===== config.mk =====
export PLATFORM = sky130hd
export DESIGN_NAME = riscv_fetch_queue
export DESIGN_NICKNAME = d
export VERILOG_FILES = /design/src/rtl/riscv_fetch_queue.sv
export SDC_FILE = /design/constraint.sdc
export NUM_CORES = 1
export LEC_CHECK = 0
export BUFFER_PORTS_ARGS = -buffer_cell sky130_fd_sc_hd__buf_2
export CORE_MARGIN = 5
export CORE_UTILIZATION = 60
export CTS_CLUSTER_DIAMETER = 40
export DETAILED_ROUTE_END_ITERATION = 16
export GPL_TIMING_DRIVEN = 0
export PLACE_DENSITY = 0.82
export SLEW_MARGIN = 20
export SYNTH_ARGS = -nofsm -noshare
export SYNTH_HDL_FRONTEND = slang
export SYNTH_SLANG_ARGS = --single-unit
export TNS_END_PERCENT = 1

===== constraint.sdc =====
create_clock -name clk -period 15.5 [get_ports clk]
set_input_delay 0 -clock clk [delete_from_list [all_inputs] [get_ports clk]]
set_output_delay 0 -clock clk [all_outputs]
set_load 0.01 [all_outputs]

===== src/rtl/riscv_fetch_queue.sv =====
// Instruction fetch unit: credit-limited request issue, in-order PC tag FIFO and a
// small instruction queue, with redirect flush that discards late memory responses.
module riscv_fetch_queue #(
   parameter int unsigned     XLEN     = 32,
   parameter int unsigned     DEPTH    = 4,
   parameter logic [XLEN-1:0] RESET_PC = 32'h0000_0000
) (
   input  logic                         clk,
   input  logic                         rst,
   input  logic                         redirect_i,
   input  logic [XLEN-1:0]              redirect_pc_i,
   output logic                         imem_req_o,
   output logic [XLEN-1:0]              imem_addr_o,
   input  logic                         imem_gnt_i,
   input  logic                         imem_rvalid_i,
   input  logic [31:0]                  imem_rdata_i,
   output logic                         inst_valid_o,
   output logic [31:0]                  inst_o,
   output logic [XLEN-1:0]              inst_pc_o,
   output logic [XLEN-1:0]              inst_pc4_o,
   input  logic                         inst_ready_i,
   output logic [$clog2(DEPTH+1)-1:0]   count_o,
   output logic                         err_o
);

   localparam int unsigned     AW      = $clog2(DEPTH);
   localparam int unsigned     PW      = AW + 1;
   localparam logic [PW:0]     DEPTH_W = DEPTH[PW:0];
   localparam logic [XLEN-1:0] PC_STEP = XLEN'(3'd4);

   logic [XLEN-1:0] fpc_q, fpc_d;
   logic [PW-1:0]   q_wptr_q, q_wptr_d, q_rptr_q, q_rptr_d;
   logic [PW-1:0]   t_wptr_q, t_wptr_d, t_rptr_q, t_rptr_d;
   logic [PW-1:0]   discard_q, discard_d;
   logic            err_q, err_d;

   logic [31:0]     inst_mem [DEPTH];
   logic [XLEN-1:0] pc_mem   [DEPTH];
   logic [XLEN-1:0] tag_mem  [DEPTH];

   logic [PW-1:0]   count;
   logic [PW-1:0]   outstanding;
   logic [PW:0]     inflight;
   logic            grant;
   logic            rsp_hit;
   logic            rsp_push;
   logic            rsp_drop;
   logic            pop;
   logic [XLEN-1:0] tag_head;
   logic            unused_pc_lsbs;

   assign unused_pc_lsbs = ^redirect_pc_i[1:0];

   assign count       = q_wptr_q - q_rptr_q;
   assign outstanding = t_wptr_q - t_rptr_q;
   assign inflight    = {1'b0, count} + {1'b0, outstanding};

   // Every granted request reserves a queue slot until its response is consumed.
   assign imem_req_o  = !rst && !redirect_i && (inflight < DEPTH_W);
   assign imem_addr_o = fpc_q;

   assign grant    = imem_req_o && imem_gnt_i;
   assign rsp_hit  = imem_rvalid_i && (outstanding != '0);
   assign rsp_push = rsp_hit && (discard_q == '0) && !redirect_i;
   assign rsp_drop = rsp_hit && (discard_q != '0);
   assign pop      = inst_valid_o && inst_ready_i && !redirect_i;
   assign tag_head = tag_mem[t_rptr_q[AW-1:0]];

   always_comb begin
      fpc_d     = fpc_q;
      q_wptr_d  = q_wptr_q;
      q_rptr_d  = q_rptr_q;
      t_wptr_d  = t_wptr_q;
      t_rptr_d  = t_rptr_q;
      discard_d = discard_q;
      err_d     = err_q;

      if (imem_rvalid_i && (outstanding == '0))
         err_d = 1'b1;
      if (grant) begin
         fpc_d    = fpc_q + PC_STEP;
         t_wptr_d = t_wptr_q + PW'(1);
      end
      if (rsp_hit)
         t_rptr_d = t_rptr_q + PW'(1);

      // Responses still in flight at a redirect belong to the old path.
      if (redirect_i) begin
         fpc_d     = {redirect_pc_i[XLEN-1:2], 2'b00};
         q_rptr_d  = q_wptr_q;
         discard_d = outstanding - PW'(rsp_hit);
      end else begin
         if (rsp_push)
            q_wptr_d = q_wptr_q + PW'(1);
         if (pop)
            q_rptr_d = q_rptr_q + PW'(1);
         if (rsp_drop)
            discard_d = discard_q - PW'(1);
      end
   end

   always_ff @(posedge clk) begin
      if (rst) begin
         fpc_q     <= RESET_PC;
         q_wptr_q  <= '0;
         q_rptr_q  <= '0;
         t_wptr_q  <= '0;
         t_rptr_q  <= '0;
         discard_q <= '0;
         err_q     <= 1'b0;
      end else begin
         fpc_q     <= fpc_d;
         q_wptr_q  <= q_wptr_d;
         q_rptr_q  <= q_rptr_d;
         t_wptr_q  <= t_wptr_d;
         t_rptr_q  <= t_rptr_d;
         discard_q <= discard_d;
         err_q     <= err_d;
      end
   end

   always_ff @(posedge clk) begin
      if (!rst && grant)
         tag_mem[t_wptr_q[AW-1:0]] <= fpc_q;
      if (!rst && rsp_push) begin
         inst_mem[q_wptr_q[AW-1:0]] <= imem_rdata_i;
         pc_mem[q_wptr_q[AW-1:0]]   <= tag_head;
      end
   end

   assign inst_valid_o = (count != '0);
   assign inst_o       = inst_mem[q_rptr_q[AW-1:0]];
   assign inst_pc_o    = pc_mem[q_rptr_q[AW-1:0]];
   assign inst_pc4_o   = inst_pc_o + PC_STEP;
   assign count_o      = count;
   assign err_o        = err_q;

endmodule


==> results.cfg, run 1 <==
[status]
status = completed

[synthesis]
synthCells = 924
ys_seq_area_share_pct = 71.2
synth_ff_type = edfxtp_1
avgSynthCellArea_sq_um = 18.3
synth.largest_area_cell = edfxtp_1
yosys.cell_types.count = 66
async_flop_share_pct = 0
synth_seq_cells = 418
ys.warnings.count = 0
synth.top_cell.area_share_pct = 65.3
synth_area_sq_um = 16900
synth_area_leaders = edfxtp_1 (65%), mux4_2 (11%), dfxtp_1 (5.9%), xnor2_1 (1.8%), ha_1 (1.5%)
synth_edf_count = 368

[die]
die_y_um = 178
fp-row-count = 61
die_w_um = 178
core_sq_um = 27900
dieArea_sq_um = 31700
io_pins = 204
start_util_pct = 60.8

[cells_and_area]
nets = 1363
antenna_cells = 0
area_delta_synth_final_pct = 24.5
final_layout_size_suffix_gt1_share_pct = 33.8
instances_no_fill = 1684
fin_util_pct = 75.7

[clocking]
cts_tree = done
insertion_delay_ns = 0.54
cts_max_level = 2
post-cts-setup-buffer-count = 0
cts_buffer_depth = 3
cts-root-buf = clkbuf_16
clk_pin_slew_ns = 0.06
cts_buffers = 47
cts.sinks = 418

[placement]
dpl.cell_count = 1535
gp_congestion = 0.879
port_buffers = 193
place_hpwl_um = 26300

[worst_setup_path]
path_cells = inv_1 > ha_1 > inv_1 > fa_1 > xnor3_1 > o21a_1 > buf_2 > nand2_1 > nor3b_2 > buf_6 > buf_4 > buf_4 > buf_4
worstPathArrival_ns = 4.19
crit_type = reg2reg
worst_path_most_repeated_cell = buf_4
crit_start = t_wptr_q[0]
critPathLaunchType = register
cpMaxStageDelayCell = nor3b_2
reg2regPathDepth = 13
cp_max_fo = 10
rr_startpoint = t_wptr_q[0]
r2r_slack_ns = 11.57
slowest_delay_ns = 0.76
cp-end-kind = register
crit_required_ns = 15.76

[detailed_routing]
routedWlPerCell_um = 24.0
top_layer = met4
drt-total-wl_um = 40400
dr.pass1.iters = 5
ant_nets = 0
viasPerCell = 6.04
drt_iter0_drc = 884
route.met3.wl_um = 3420
wl_met1_um = 15100
dr_wl_met2_um = 20900
vias = 10200
drc = 0

[sta]
slew_headroom_pct = 36.1
worstMarginPinSlew_ns = 0.959
period_needed_ns = 3.93
finalSetupTns_ns = 0
max_freq_mhz = 255
finalSetupViolCount = 0
timing.final.crit_share_pct = 25.3
slew_viol_final = 0
fin_skew_ns = 0.0127
hold_viol = 0
rsz0062_at_grt = false

[power]
p_leak_nw = 7.45
total_power_mw = 2.94
power_per_cell_area_nw_per_um2 = 140
ir_drop_mv = 0.0811

[global_routing]
grt_start_max_net_pins = 22
track_usage_pct = 26.0
grt_pass1_vias = 10600
grt-ovfl-total = 0
antenna_found_initial = 0
grt_pass1_wl_um = 62300

[hold_path]
min_path_cells = 3
hold_class = in2reg
hp-start = rst

[flow_run]
drv_cap = 0
[synth_stat cells (all sizes together) (3+ instances only)]
cell    number
xor2         9
mux2i        3
o211ai       5
dfxtp       50
inv         18
nor3         6
clkbuf      17
nor2        38
and3        14
o21ai       15
nor3b        6
and2        14
a211oi       9
ha          20
mux4        92
or3          5
a21oi       19
nand3       17
xnor2       34
buf         34
nand4       19
edfxtp     368
and4        11
a31oi       20
nor4         3
nand2       44
[cells by family (layout without fill, tap and decap cells)]
logic type,after synthesis,in the layout,share of synthesized area (%)
muxes,96,96,12.6
other,1,6,0.0222
adders and majority gates,22,22,1.71
and+or+nand+nor,188,188,6.48
xor gates and xnor gates,45,45,2.49
DFF,418,418,71.2
buffers and inverters,69,446,2.25
AOI/OAI and AO/OA,85,85,3.21
[area by class of cell]
| class | instances | area [sq um] |
|---|---|---|
| plain buffers | 51 | 314 |
| clock buffers | 57 | 1270 |
| clock inverters | 27 | 359 |
| fillers | 1505 | 6780 |
| inverters | 18 | 67.6 |
| multi-input cells | 442 | 4540 |
| flip-flops and latches | 418 | 12100 |
| well taps | 378 | 473 |
| repair buffers | 293 | 2000 |
[per-layer routing]
layer,GRT usage [%],vias up
met5,0,-
met4,7.22,0
met3,5.26,81
met2,45.0,565
met1,34.0,5116
li1,-,4415
[cell usage in the layout, fill, tap and decap left out, types with 6 or more instances in the layout]
master	n
nand4_1	16
a31oi_1	20
dlygate4sd3_1	65
and4_1	10
nand2_1	42
and2_1	9
dfxtp_1	50
buf_4	29
clkbuf_1	24
o21ai_0	14
a211oi_1	9
buf_2	204
buf_1	7
nor2_1	37
clkbuf_16	49
a21oi_1	19
mux4_2	85
edfxtp_1	368
xor2_1	9
bufinv_16	6
mux4_1	7
conb_1	6
buf_6	15
nand3_1	13
ha_1	20
and3_1	13
xnor2_1	34
inv_1	18
[path summary, 6_finish.rpt]
path	end
setup reg to reg	pc_mem[2][22]
hold reg to reg	err_o
hold / removal	imem_addr_o[31]
setup / recovery	pc_mem[2][22]
[what timing repair did]
| item | in CTS | in global routing |
|---|---|---|
| gates resized for setup | 0 | 0 |
| hold buffers | 65 | 0 |
| hold endpoints to repair | 161 | 0 |
[worst max-delay path, delay by kind of cell, from the launching register on]
| family | cells | cell delay, ns |
|---|---|---|
| xor+xnor | 1 | 0.33 |
| compound gates | 1 | 0.16 |
| simple gates | 2 | 1.01 |
| buf+inv | 7 | 1.25 |
| flops | 1 | 0.35 |
| fa+ha+maj | 2 | 0.52 |
[state kept, by name, summed over array words and instances (netlist names), named ones only]
register / cells
inst_mem: 128
t_rptr_q: 3
q_rptr_q: 3
tag_mem: 120
t_wptr_q: 3
imem_addr_o: 30
q_wptr_q: 3
pc_mem: 120
err_o: 1
discard_q: 3
[where the power goes]
part	internal [mW]	switching [mW]	total, mW
Combinational	0.204	0.260	0.464
Sequential	1.30	0.0309	1.33
Clock	0.693	0.453	1.15
[per-stage QoR]
stage | hold slack [ns] | cell area (sq um) | worst slack (ns)
after floorplan | 0.0989 | 16900 | 8.62
final | 0.0589 | 21100 | 11.57
after detailed placement | 0.219 | 18800 | 11.62
after global placement | 0.213 | 18400 | 5.05
after CTS | 0.0266 | 21100 | 11.54
after global routing | 0.0829 | 21100 | 11.32
No activity file was read; power rests on OpenSTA's default activity.
==> run 2: changes to the inputs <==
Settings changed: CORE_UTILIZATION 60 to 58, PLACE_DENSITY 0.82 to 0.8.
Clock period 15.5 ns to 3.7 ns, I/O delays scaled along.
==> run 2 against run 1 <==
Against the previous run:
- global-route usage is 1.6 points lower
- sequential share of layout area hardly changed
- critical path depth stayed put
- clock skew is 0.0072 ns higher
- fmax is 12% higher
- non-clock buffer count is 9 lower
- sequential power grew to 4.2 times the previous value
- die area is 3.3% higher
- via count is 1.7% lower
- critical endpoint is now tag_mem[0][4]
- largest power group unchanged
- sequential cell count stayed put
- clock power grew to 4.0 times the previous value
==> results.cfg, run 2 (same netlist as run 1, synthesis figures left out) <==
[status]
status = completed

[sta]
timing.final.crit_share_pct = 94.7
fin_skew_ns = 0.0198
period_needed_ns = 3.50
whs_ns = 0.0497
slew_viol_final = 0
finalSetupTns_ns = 0
setup_slack_ns = 0.197
max_freq_mhz = 285
slew_headroom_pct = 36.4
finalSetupViolCount = 0
rsz0062_at_grt = false
worstMarginPinSlew_ns = 0.954
hold_viol = 0

[detailed_routing]
drc = 0
ant_nets = 0
viasPerCell = 5.95
vias = 10000
drt_iter0_drc = 856
dr.pass1.iters = 7
routedWlPerCell_um = 24.0
drt-total-wl_um = 40300

[worst_setup_path]
cpMaxStageDelayCell = fa_1
cp_max_fo = 18
slowest_delay_ns = 0.36
crit_required_ns = 3.96
path_cells = inv_1 > ha_1 > inv_1 > fa_1 > xnor3_2 > ha_1 > nor4_4 > and4_1 > buf_4 > buf_4 > buf_4 > and2_4 > buf_16
crit_type = reg2reg
worst_path_most_repeated_cell = buf_4
worstPathArrival_ns = 3.76
r2r_slack_ns = 0.20
reg2regPathDepth = 13
rr_endpoint = tag_mem[0][4]
critPathLaunchType = register
cp-end-kind = register
rr_startpoint = t_wptr_q[0]

[cells_and_area]
layout.cells.most_common = edfxtp_1
antenna_cells = 0
area_delta_synth_final_pct = 24.6
fin_util_pct = 73.3
final_cell_mix = edfxtp_1 (368), buf_2 (201), mux4_2 (85)
instances_no_fill = 1682
nets = 1354
largest_reg_flops = 128
final_layout_size_suffix_gt1_share_pct = 33.3

[clocking]
cts_tree = done
cts_buffer_depth = 3
insertion_delay_ns = 0.57
clk_pin_slew_ns = 0.06
cts-root-buf = clkbuf_16
cts_max_level = 2
cts_buffers = 47
cts.sinks = 418

[global_routing]
track_usage_pct = 24.4
grt-ovfl-total = 0
grt_pass1_wl_um = 61400
grt_pass1_vias = 10200
grt_start_max_net_pins = 21
antenna_found_initial = 0

[power]
ir_drop_mv = 0.369
power_per_cell_area_nw_per_um2 = 576
p_leak_nw = 7.42

[hold_path]
hold_class = in2reg
hp-start = rst
min_path_cells = 3
hold_end = discard_q[1]

[placement]
place_hpwl_um = 25700
port_buffers = 193
dp_slack_ns = -0.115
dpl.cell_count = 1530
gp_congestion = 0.882

[flow_run]
drv_cap = 0

[die]
die_w_um = 181
start_util_pct = 58.8
die_y_um = 181
io_pins = 204
core_sq_um = 28800
fp-row-count = 62
dieArea_sq_um = 32700
[run 2: changes by cell type in the layout (fill, tap and decap cells not counted), moves of 4 or more]
cell / delta
and2_2: -4
buf_8: +13
nor3b_4: +4
and2_4: +4
clkinv_1: +5
nor3b_2: -4
buf_4: -15
buf_6: -5
[run 2: cell type report]
cell class,instances,area [sq um]
Multi-Input combinational cell,442,4600
Sequential cell,418,12100
Timing Repair Buffer,284,2030
Clock inverter,29,317
Inverter,18,67.6
Fill cell,1645,7690
Clock buffer,56,1220
Buffer,51,325
Tap cell,384,480
[run 2: per-stage QoR]
stage / area, sq um / total power, mW
2_1_floorplan: 17000 / 6.87
3_3_place_gp: 18500 / 7.44
3_5_place_dp: 18900 / 7.55
4_1_cts: 21100 / 12.2
5_1_grt: 21100 / 12.6
6_report: 21100 / 12.2
[run 2: layer usage]
metal / global-route usage, % / share of wire (%) / routed length [um] / up-vias
li1: - / - / - / 4392
met1: 32.9 / 38 / 15300 / 4978
met2: 41.3 / 51 / 20600 / 564
met3: 4.71 / 8.5 / 3420 / 71
met4: 6.68 / 2.4 / 979 / 0
met5: 0 / 0 / 0 / -
[run 2: worst max-delay path by stage]
stage / start / to
after floorplan: t_wptr_q[0] / inst_mem[3][0]
after global placement: t_wptr_q[0] / inst_mem[1][27]
after detailed placement: q_wptr_q[0] / tag_mem[2][30]
after CTS: q_wptr_q[0] / tag_mem[2][23]
after global routing: t_wptr_q[0] / inst_mem[0][19]
final: t_wptr_q[0] / tag_mem[0][4]
[run 2: repair_timing]
| action | 4_1_cts | 5_1_grt |
|---|---|---|
| hold endpoints to repair | 162 | 0 |
| setup buffers | 0 | 2 |
| pin swaps | 0 | 2 |
| hold buffers | 65 | 0 |
| endpoints found under the setup margin | 56 | 90 |
| gates resized for setup | 4 | 6 |
[run 2: critical path: cells and delay by family (launching register included)]
kind                       cells  cell delay (ns)
DFF                            1             0.35
buffers and inverters          6             0.99
and+or+nand+nor                3             0.77
xor gates and xnor gates       1             0.30
adders and majority gates      3             0.79
[run 2: where the power goes]
group	internal, mW	switching [mW]	total (mW)	leakage, nW
Sequential	5.45	0.132	5.58	3.75
Combinational	0.882	1.10	1.98	2.93
Clock	2.69	1.91	4.60	0.750
Total	9.02	3.14	12.2	7.42
